### src/rtl/keypad_scan_if.sv
// keypad_scan_if: keypad row/column lines plus the decoded-key and digit-word outputs.
interface keypad_scan_if;
  logic [3:0]  row_i;
  logic        clr_i;
  logic [3:0]  col_o;
  logic        key_valid_o;
  logic [3:0]  key_code_o;
  logic        key_held_o;
  logic [15:0] data_o;
  modport master (output row_i, clr_i, input col_o, key_valid_o, key_code_o, key_held_o, data_o);
  modport slave (input row_i, clr_i, output col_o, key_valid_o, key_code_o, key_held_o, data_o);
endinterface

### src/rtl/keypad_scan.sv
// keypad_scan: 4x4 hex keypad scanner with debounce, one-shot key pulse and a 4-digit shift word.
module keypad_scan #(
  parameter int SCAN_TICKS     = 10_000,
  parameter int DEBOUNCE_SCANS = 4
) (
  input  logic         clk_i,
  input  logic         rst_i,
  keypad_scan_if.slave kp
);
  localparam int TW = $clog2(SCAN_TICKS);
  localparam int DW = $clog2(DEBOUNCE_SCANS + 1);
  localparam logic [DW-1:0] DEB_MAX = DW'(DEBOUNCE_SCANS);
  // nibble {row,col} holds the hex legend of that key
  localparam logic [63:0] KEYMAP = 64'hDEF0_C987_B654_A321;
  typedef enum logic [1:0] {SCAN, DEBOUNCE, PRESSED} state_t;
  state_t        r_state, w_state_nxt;
  logic [3:0]    r_sync1, r_sync2;
  logic [TW-1:0] r_tick;
  logic [1:0]    r_col_idx, w_col_nxt;
  logic [DW-1:0] r_deb, w_deb_nxt;
  logic [1:0]    r_row, w_row_nxt, w_row_enc, w_acc_row;
  logic [3:0]    r_pat, w_pat_nxt;
  logic          r_valid, r_held;
  logic [3:0]    r_code, w_code;
  logic [15:0]   r_data;
  logic          w_sample, w_one_low, w_accept, w_release;
  logic [3:0]    w_low;
  assign w_sample  = r_tick == TW'(SCAN_TICKS - 1);
  assign w_low     = ~r_sync2;
  assign w_one_low = (w_low != 4'h0) && ((w_low & (w_low - 4'h1)) == 4'h0);
  assign w_row_enc = w_low[0] ? 2'd0 : w_low[1] ? 2'd1 : w_low[2] ? 2'd2 : 2'd3;
  assign w_code    = KEYMAP[{w_acc_row, r_col_idx, 2'b00} +: 4];
  assign kp.col_o       = ~(4'b0001 << r_col_idx);
  assign kp.key_valid_o = r_valid;
  assign kp.key_code_o  = r_code;
  assign kp.key_held_o  = r_held;
  assign kp.data_o      = r_data;
  always_comb begin
    w_state_nxt = r_state;
    w_col_nxt   = r_col_idx;
    w_deb_nxt   = r_deb;
    w_row_nxt   = r_row;
    w_pat_nxt   = r_pat;
    w_acc_row   = r_row;
    w_accept    = 1'b0;
    w_release   = 1'b0;
    if (w_sample) begin
      case (r_state)
        SCAN: begin
          if (w_one_low) begin
            w_pat_nxt = r_sync2;
            w_row_nxt = w_row_enc;
            w_acc_row = w_row_enc;
            w_deb_nxt = DW'(1);
            if (DEB_MAX == DW'(1)) begin
              w_state_nxt = PRESSED;
              w_accept    = 1'b1;
              w_deb_nxt   = '0;
            end else begin
              w_state_nxt = DEBOUNCE;
            end
          end else begin
            w_col_nxt = r_col_idx + 2'd1;
          end
        end
        DEBOUNCE: begin
          if (r_sync2 == r_pat) begin
            w_deb_nxt = r_deb + 1'b1;
            if (w_deb_nxt == DEB_MAX) begin
              w_state_nxt = PRESSED;
              w_accept    = 1'b1;
              w_deb_nxt   = '0;
            end
          end else begin
            w_state_nxt = SCAN;
            w_col_nxt   = r_col_idx + 2'd1;
          end
        end
        PRESSED: begin
          if (r_sync2 == 4'hF) begin
            w_deb_nxt = r_deb + 1'b1;
            if (w_deb_nxt == DEB_MAX) begin
              w_state_nxt = SCAN;
              w_col_nxt   = r_col_idx + 2'd1;
              w_release   = 1'b1;
              w_deb_nxt   = '0;
            end
          end else begin
            w_deb_nxt = '0;
          end
        end
        default: w_state_nxt = SCAN;
      endcase
    end
  end
  always_ff @(posedge clk_i or negedge rst_i) begin
    if (!rst_i) begin
      r_state   <= SCAN;
      r_sync1   <= 4'hF;
      r_sync2   <= 4'hF;
      r_tick    <= '0;
      r_col_idx <= 2'd0;
      r_deb     <= '0;
      r_row     <= 2'd0;
      r_pat     <= 4'hF;
      r_valid   <= 1'b0;
      r_held    <= 1'b0;
      r_code    <= 4'h0;
      r_data    <= 16'h0000;
    end else begin
      r_state   <= w_state_nxt;
      r_sync1   <= kp.row_i;
      r_sync2   <= r_sync1;
      r_tick    <= w_sample ? '0 : r_tick + 1'b1;
      r_col_idx <= w_col_nxt;
      r_deb     <= w_deb_nxt;
      r_row     <= w_row_nxt;
      r_pat     <= w_pat_nxt;
      r_valid   <= w_accept;
      r_held    <= w_accept ? 1'b1 : w_release ? 1'b0 : r_held;
      r_code    <= w_accept ? w_code : r_code;
      r_data    <= kp.clr_i ? (w_accept ? {12'h000, w_code} : 16'h0000)
                            : (w_accept ? {r_data[11:0], w_code} : r_data);
    end
  end
endmodule

### src/flat_wrapper.sv
// flat-port wrapper written by rule: the top's interface ports become plain ports
module keypad_scan_flat 
#(
  parameter int SCAN_TICKS     = 10_000,
  parameter int DEBOUNCE_SCANS = 4
)
  (clk_i, rst_i, kp_row_i, kp_clr_i, kp_col_o, kp_key_valid_o, kp_key_code_o, kp_key_held_o, kp_data_o);
  keypad_scan_if kp_i ();
  input  logic clk_i;
  input  logic rst_i;
  input wire logic [$bits(kp_i.row_i)-1:0] kp_row_i;
  input wire logic [$bits(kp_i.clr_i)-1:0] kp_clr_i;
  output wire logic [$bits(kp_i.col_o)-1:0] kp_col_o;
  output wire logic [$bits(kp_i.key_valid_o)-1:0] kp_key_valid_o;
  output wire logic [$bits(kp_i.key_code_o)-1:0] kp_key_code_o;
  output wire logic [$bits(kp_i.key_held_o)-1:0] kp_key_held_o;
  output wire logic [$bits(kp_i.data_o)-1:0] kp_data_o;
  assign kp_i.row_i = kp_row_i;
  assign kp_i.clr_i = kp_clr_i;
  assign kp_col_o = kp_i.col_o;
  assign kp_key_valid_o = kp_i.key_valid_o;
  assign kp_key_code_o = kp_i.key_code_o;
  assign kp_key_held_o = kp_i.key_held_o;
  assign kp_data_o = kp_i.data_o;
  keypad_scan #(.SCAN_TICKS(SCAN_TICKS), .DEBOUNCE_SCANS(DEBOUNCE_SCANS)) u_core (.clk_i(clk_i), .rst_i(rst_i), .kp(kp_i));
endmodule
### config.mk
export PLATFORM = sky130hd
export DESIGN_NAME = keypad_scan_flat
export DESIGN_NICKNAME = d
export VERILOG_FILES = /design/src/rtl/keypad_scan_if.sv /design/src/rtl/keypad_scan.sv /design/src/flat_wrapper.sv
export SDC_FILE = /design/constraint.sdc
export NUM_CORES = 1
export LEC_CHECK = 0
export BUFFER_PORTS_ARGS = -buffer_cell sky130_fd_sc_hd__buf_2
export CELL_PAD_IN_SITES_DETAIL_PLACEMENT = 2
export CELL_PAD_IN_SITES_GLOBAL_PLACEMENT = 2
export CORE_ASPECT_RATIO = 0.75
export CORE_MARGIN = 5
export CORE_UTILIZATION = 34
export DETAILED_ROUTE_END_ITERATION = 8
export PLACE_DENSITY_LB_ADDON = 0.1
export SYNTH_ARGS = -nofsm -noshare
export SYNTH_HDL_FRONTEND = slang
export SYNTH_SLANG_ARGS = --single-unit
export TNS_END_PERCENT = 50
### constraint.sdc
create_clock -name clk_i -period 2.1 [get_ports clk_i]
set_input_delay 0.525 -clock clk_i [delete_from_list [all_inputs] [get_ports clk_i]]
set_output_delay 0.525 -clock clk_i [all_outputs]
set_load 0.1 [all_outputs]
==> results.md <==
- Antenna-violating nets left: 0
- # H-tree levels: 3
- Cell area after synthesis: 2740 um2
- First DRT Iteration DRCs: 63
- Port Buffers: 32
- CTS max path bufs: 2
- Most frequent cells in the layout: dfrtp_1 (45), nand2_1 (44), buf_2 (29), buf_4 (28), a21oi_1 (16)
- Crit path DAT: about 2.3 ns
- P_leak: between 1.5 and 2 nW
- Max_cap viols: 0
- I/O pins: 33
- Hold Vio Cnt, Final: 0
- Slowest library cell on the worst path: dfrtp_1
- Vias in the first global route: 2325
- Starting Density: between 30% and 40%
- CTS tree: yes
- Netlist cell types: 43
- Worst skew pair latency: roughly 0.34 ns
- Final slew viol count: 0
- Post-Syn Nets: about 280
- Finished Core Util: around 45%
- PD cells: approximately 620 nW/um2
- DRC violations left: 0
- Power after layout: about 2.2 mW
- Setup violators final: 0
- Drt wl/cell: around 17 um
- Layout Skew: 0.0110 ns
- GPL Wtd Cong: between 0.7 and 0.8
- WL final: around 7400 um
- Cells after Synth: about 260
- Pin count of the biggest net entering global routing: 21
- # rows: 28
- Max Freq: 492 MHz
- Status: finished, final reports clean
- Number of enable flip-flop cells after synthesis: 0
- Hold buffers post-CTS: 0
- Setup crit start kind: flip-flop
- Root buf cell: clkbuf_8
- HP Class: input pin to asynchronous set/reset pin
- Peak supply drop: ~400 uV
- Vias per cell: 4.72
- Post-synthesis average cell area: between 10 and 15 um2
- Initial antenna violation count: 0
- Die area: 9980 um2
- Worst path cell trace: nor4b_4 -> and4_4 -> nand3_4 -> buf_8 -> mux2i_4 -> buf_4 -> o311ai_2
- Core area: roughly 7900 um2
- Initial DRT Pass Iterations: 4
- Fin nets: 343
- Total grt overflow: 0
- Buf/Inv on CP: 2
- Critical Path Max Stage Delay: roughly 0.4 ns
- Tmin final: approximately 2 ns
- Clock Sinks: 57
- Number of buffers created by CTS: 9
- Seq cells post-synth: between 50 and 60
- GRT Total Usage: 15.7%
- CTS clk-pin slew, worst paths: approximately 0.070 ns
- Die X: about 110 um
- Number of cells on the critical path: 7
- First-pass GRT wire length: about 12000 um
- Antenna Diode Count: 0
- Post-synthesis sequential area ratio: 52.6%
- Max_slew headroom: around 65%
- DR vias: roughly 2.0k
- Synth Warn #: 0
- Slew @ Worst Pin: ~0.53 ns
- Dpl hpwl: roughly 5200 um
- Commonest non-fill, non-tap cell in the layout: dfrtp_1
- Die Ht: between 80 and 90 um
- CP Data Required Time: about 2.3 ns
- Worst r2r path cells: 7
- P&R area growth vs syn: 28.6%
- RSZ-0062 raised after global routing: yes
- Setup crit end kind: flip-flop
- Critical path class: flip-flop to flip-flop
- Post-synth ARST share: 100%
- Layout cells sized above 1: 33.8%
- Synth Flop Type: dfrtp_1
- Final Cycle Share: a little over nine tenths
- Crit-path leading delay family: simple AND/OR/NAND/NOR gates
- Worst-path fanout max: 8
power breakdown:
part / switching [mW] / internal, mW / total (mW) / leakage (nW)
clock network: 0.458 / 0.546 / 1.00 / 0.0933
registers: 0.00991 / 1.11 / 1.12 / 0.740
logic: 0.0442 / 0.0264 / 0.0707 / 0.901
total: 0.512 / 1.69 / 2.20 / 1.73
kinds of logic (layout without fill, tap and decap cells):
kind of cell,Yosys count,in the layout,synth area share [%]
adder cells (fa/ha/maj),13,13,5.93
buffers and inverters,25,95,3.97
XOR/XNOR,18,18,5.75
flip-flops,57,57,52.6
multiplexers,12,12,5.52
AND/OR/NAND/NOR,93,94,17.4
AO/OA/AOI/OAI,39,39,8.86
metal layers:
| layer | part of all wire [%] | track usage, % |
|---|---|---|
| met1 | 50 | 20.6 |
| met2 | 46 | 24.6 |
| met5 | 0 | 0 |
| met3 | 3.3 | 6.15 |
| met4 | 0.64 | 3.93 |
flip-flops by register name, indices dropped and copies added, names as in the netlist:
signal	count
u_core.r_deb	3
u_core.r_col_idx	2
u_core.r_tick	14
u_core.r_row	2
u_core.kp.key_held_o	1
u_core.r_sync1	4
u_core.kp.data_o	16
u_core.r_sync2	4
u_core.kp.key_valid_o	1
u_core.r_pat	4
u_core.kp.key_code_o	4
u_core.r_state	2
through the flow:
stage                     cells  area, um2  hold slack [ns]  setup WS, ns  TNS (ns)
after global placement      410       3230            0.346       -0.0112   -0.0338
after CTS                   426       3430            0.153        0.0250         0
after global routing        433       3520            0.170      -0.00691   -0.0226
after floorplan             257       2740            0.229        0.0104         0
after detailed placement    410       3230            0.347       -0.0550    -0.190
final                       433       3520            0.152        0.0658         0
final timing paths:
| path | from | end | slack [ns] |
|---|---|---|---|
| max in group asynchronous | rst_i | u_core.r_pat[1]$_DFFE_PN1P_ | 1.36 |
| worst max-delay path | u_core.r_tick[4]$_DFF_PN0_ | u_core.kp.data_o[1]$_DFFE_PN0P_ | 0.07 |
| min in group clk_i | kp_row_i[2] | u_core.r_sync1[2]$_DFF_PN1_ | 0.27 |
| worst max register to register | u_core.r_tick[4]$_DFF_PN0_ | u_core.kp.data_o[1]$_DFFE_PN0P_ | 0.07 |
| worst min-delay path | rst_i | u_core.r_tick[9]$_DFF_PN0_ | 0.15 |
| worst min register to register | u_core.r_sync1[0]$_DFF_PN1_ | u_core.r_sync2[0]$_DFF_PN1_ | 0.36 |
synth_stat cells, types with 4 or more instances:
cell	n	area share [%]
a21oi_1	16	2.9
and3_1	5	1.1
clkbuf_1	4	0.55
dfrtp_1	45	41
dfstp_2	12	12
ha_1	13	5.9
inv_1	16	2.2
mux2_2	5	2.1
mux2i_1	5	1.8
nand2_1	44	6.0
nand3_1	5	0.91
nand4_1	5	1.1
nor2_1	13	1.8
nor2b_1	4	0.91
o21ai_0	12	2.2
xnor2_1	10	3.2
xor2_1	8	2.6
final cells by class:
type | instances | area [um2]
Clock inverter | 5 | 56.3
Multi-Input combinational cell | 176 | 1240
Clock buffer | 11 | 131
Fill cell | 840 | 4360
Sequential cell | 57 | 1440
Timing Repair Buffer | 63 | 462
Inverter | 16 | 60.1
Tap cell | 105 | 131
worst reg2reg max path, delay by kind of cell (launching register included):
kind,cells,cell delay (ns)
AOI/OAI and AO/OA,1,0.28
buffers and inverters,2,0.33
DFF,1,0.41
muxes,1,0.19
and+or+nand+nor,3,0.72
timing repair:
item / in CTS / in global routing
pin swaps: 1 / 4
setup buffers: 0 / 6
resized for setup: 5 / 11
endpoints found under the setup margin: 19 / 22
cloned: 0 / 1
(Power assumes the default switching activity.)
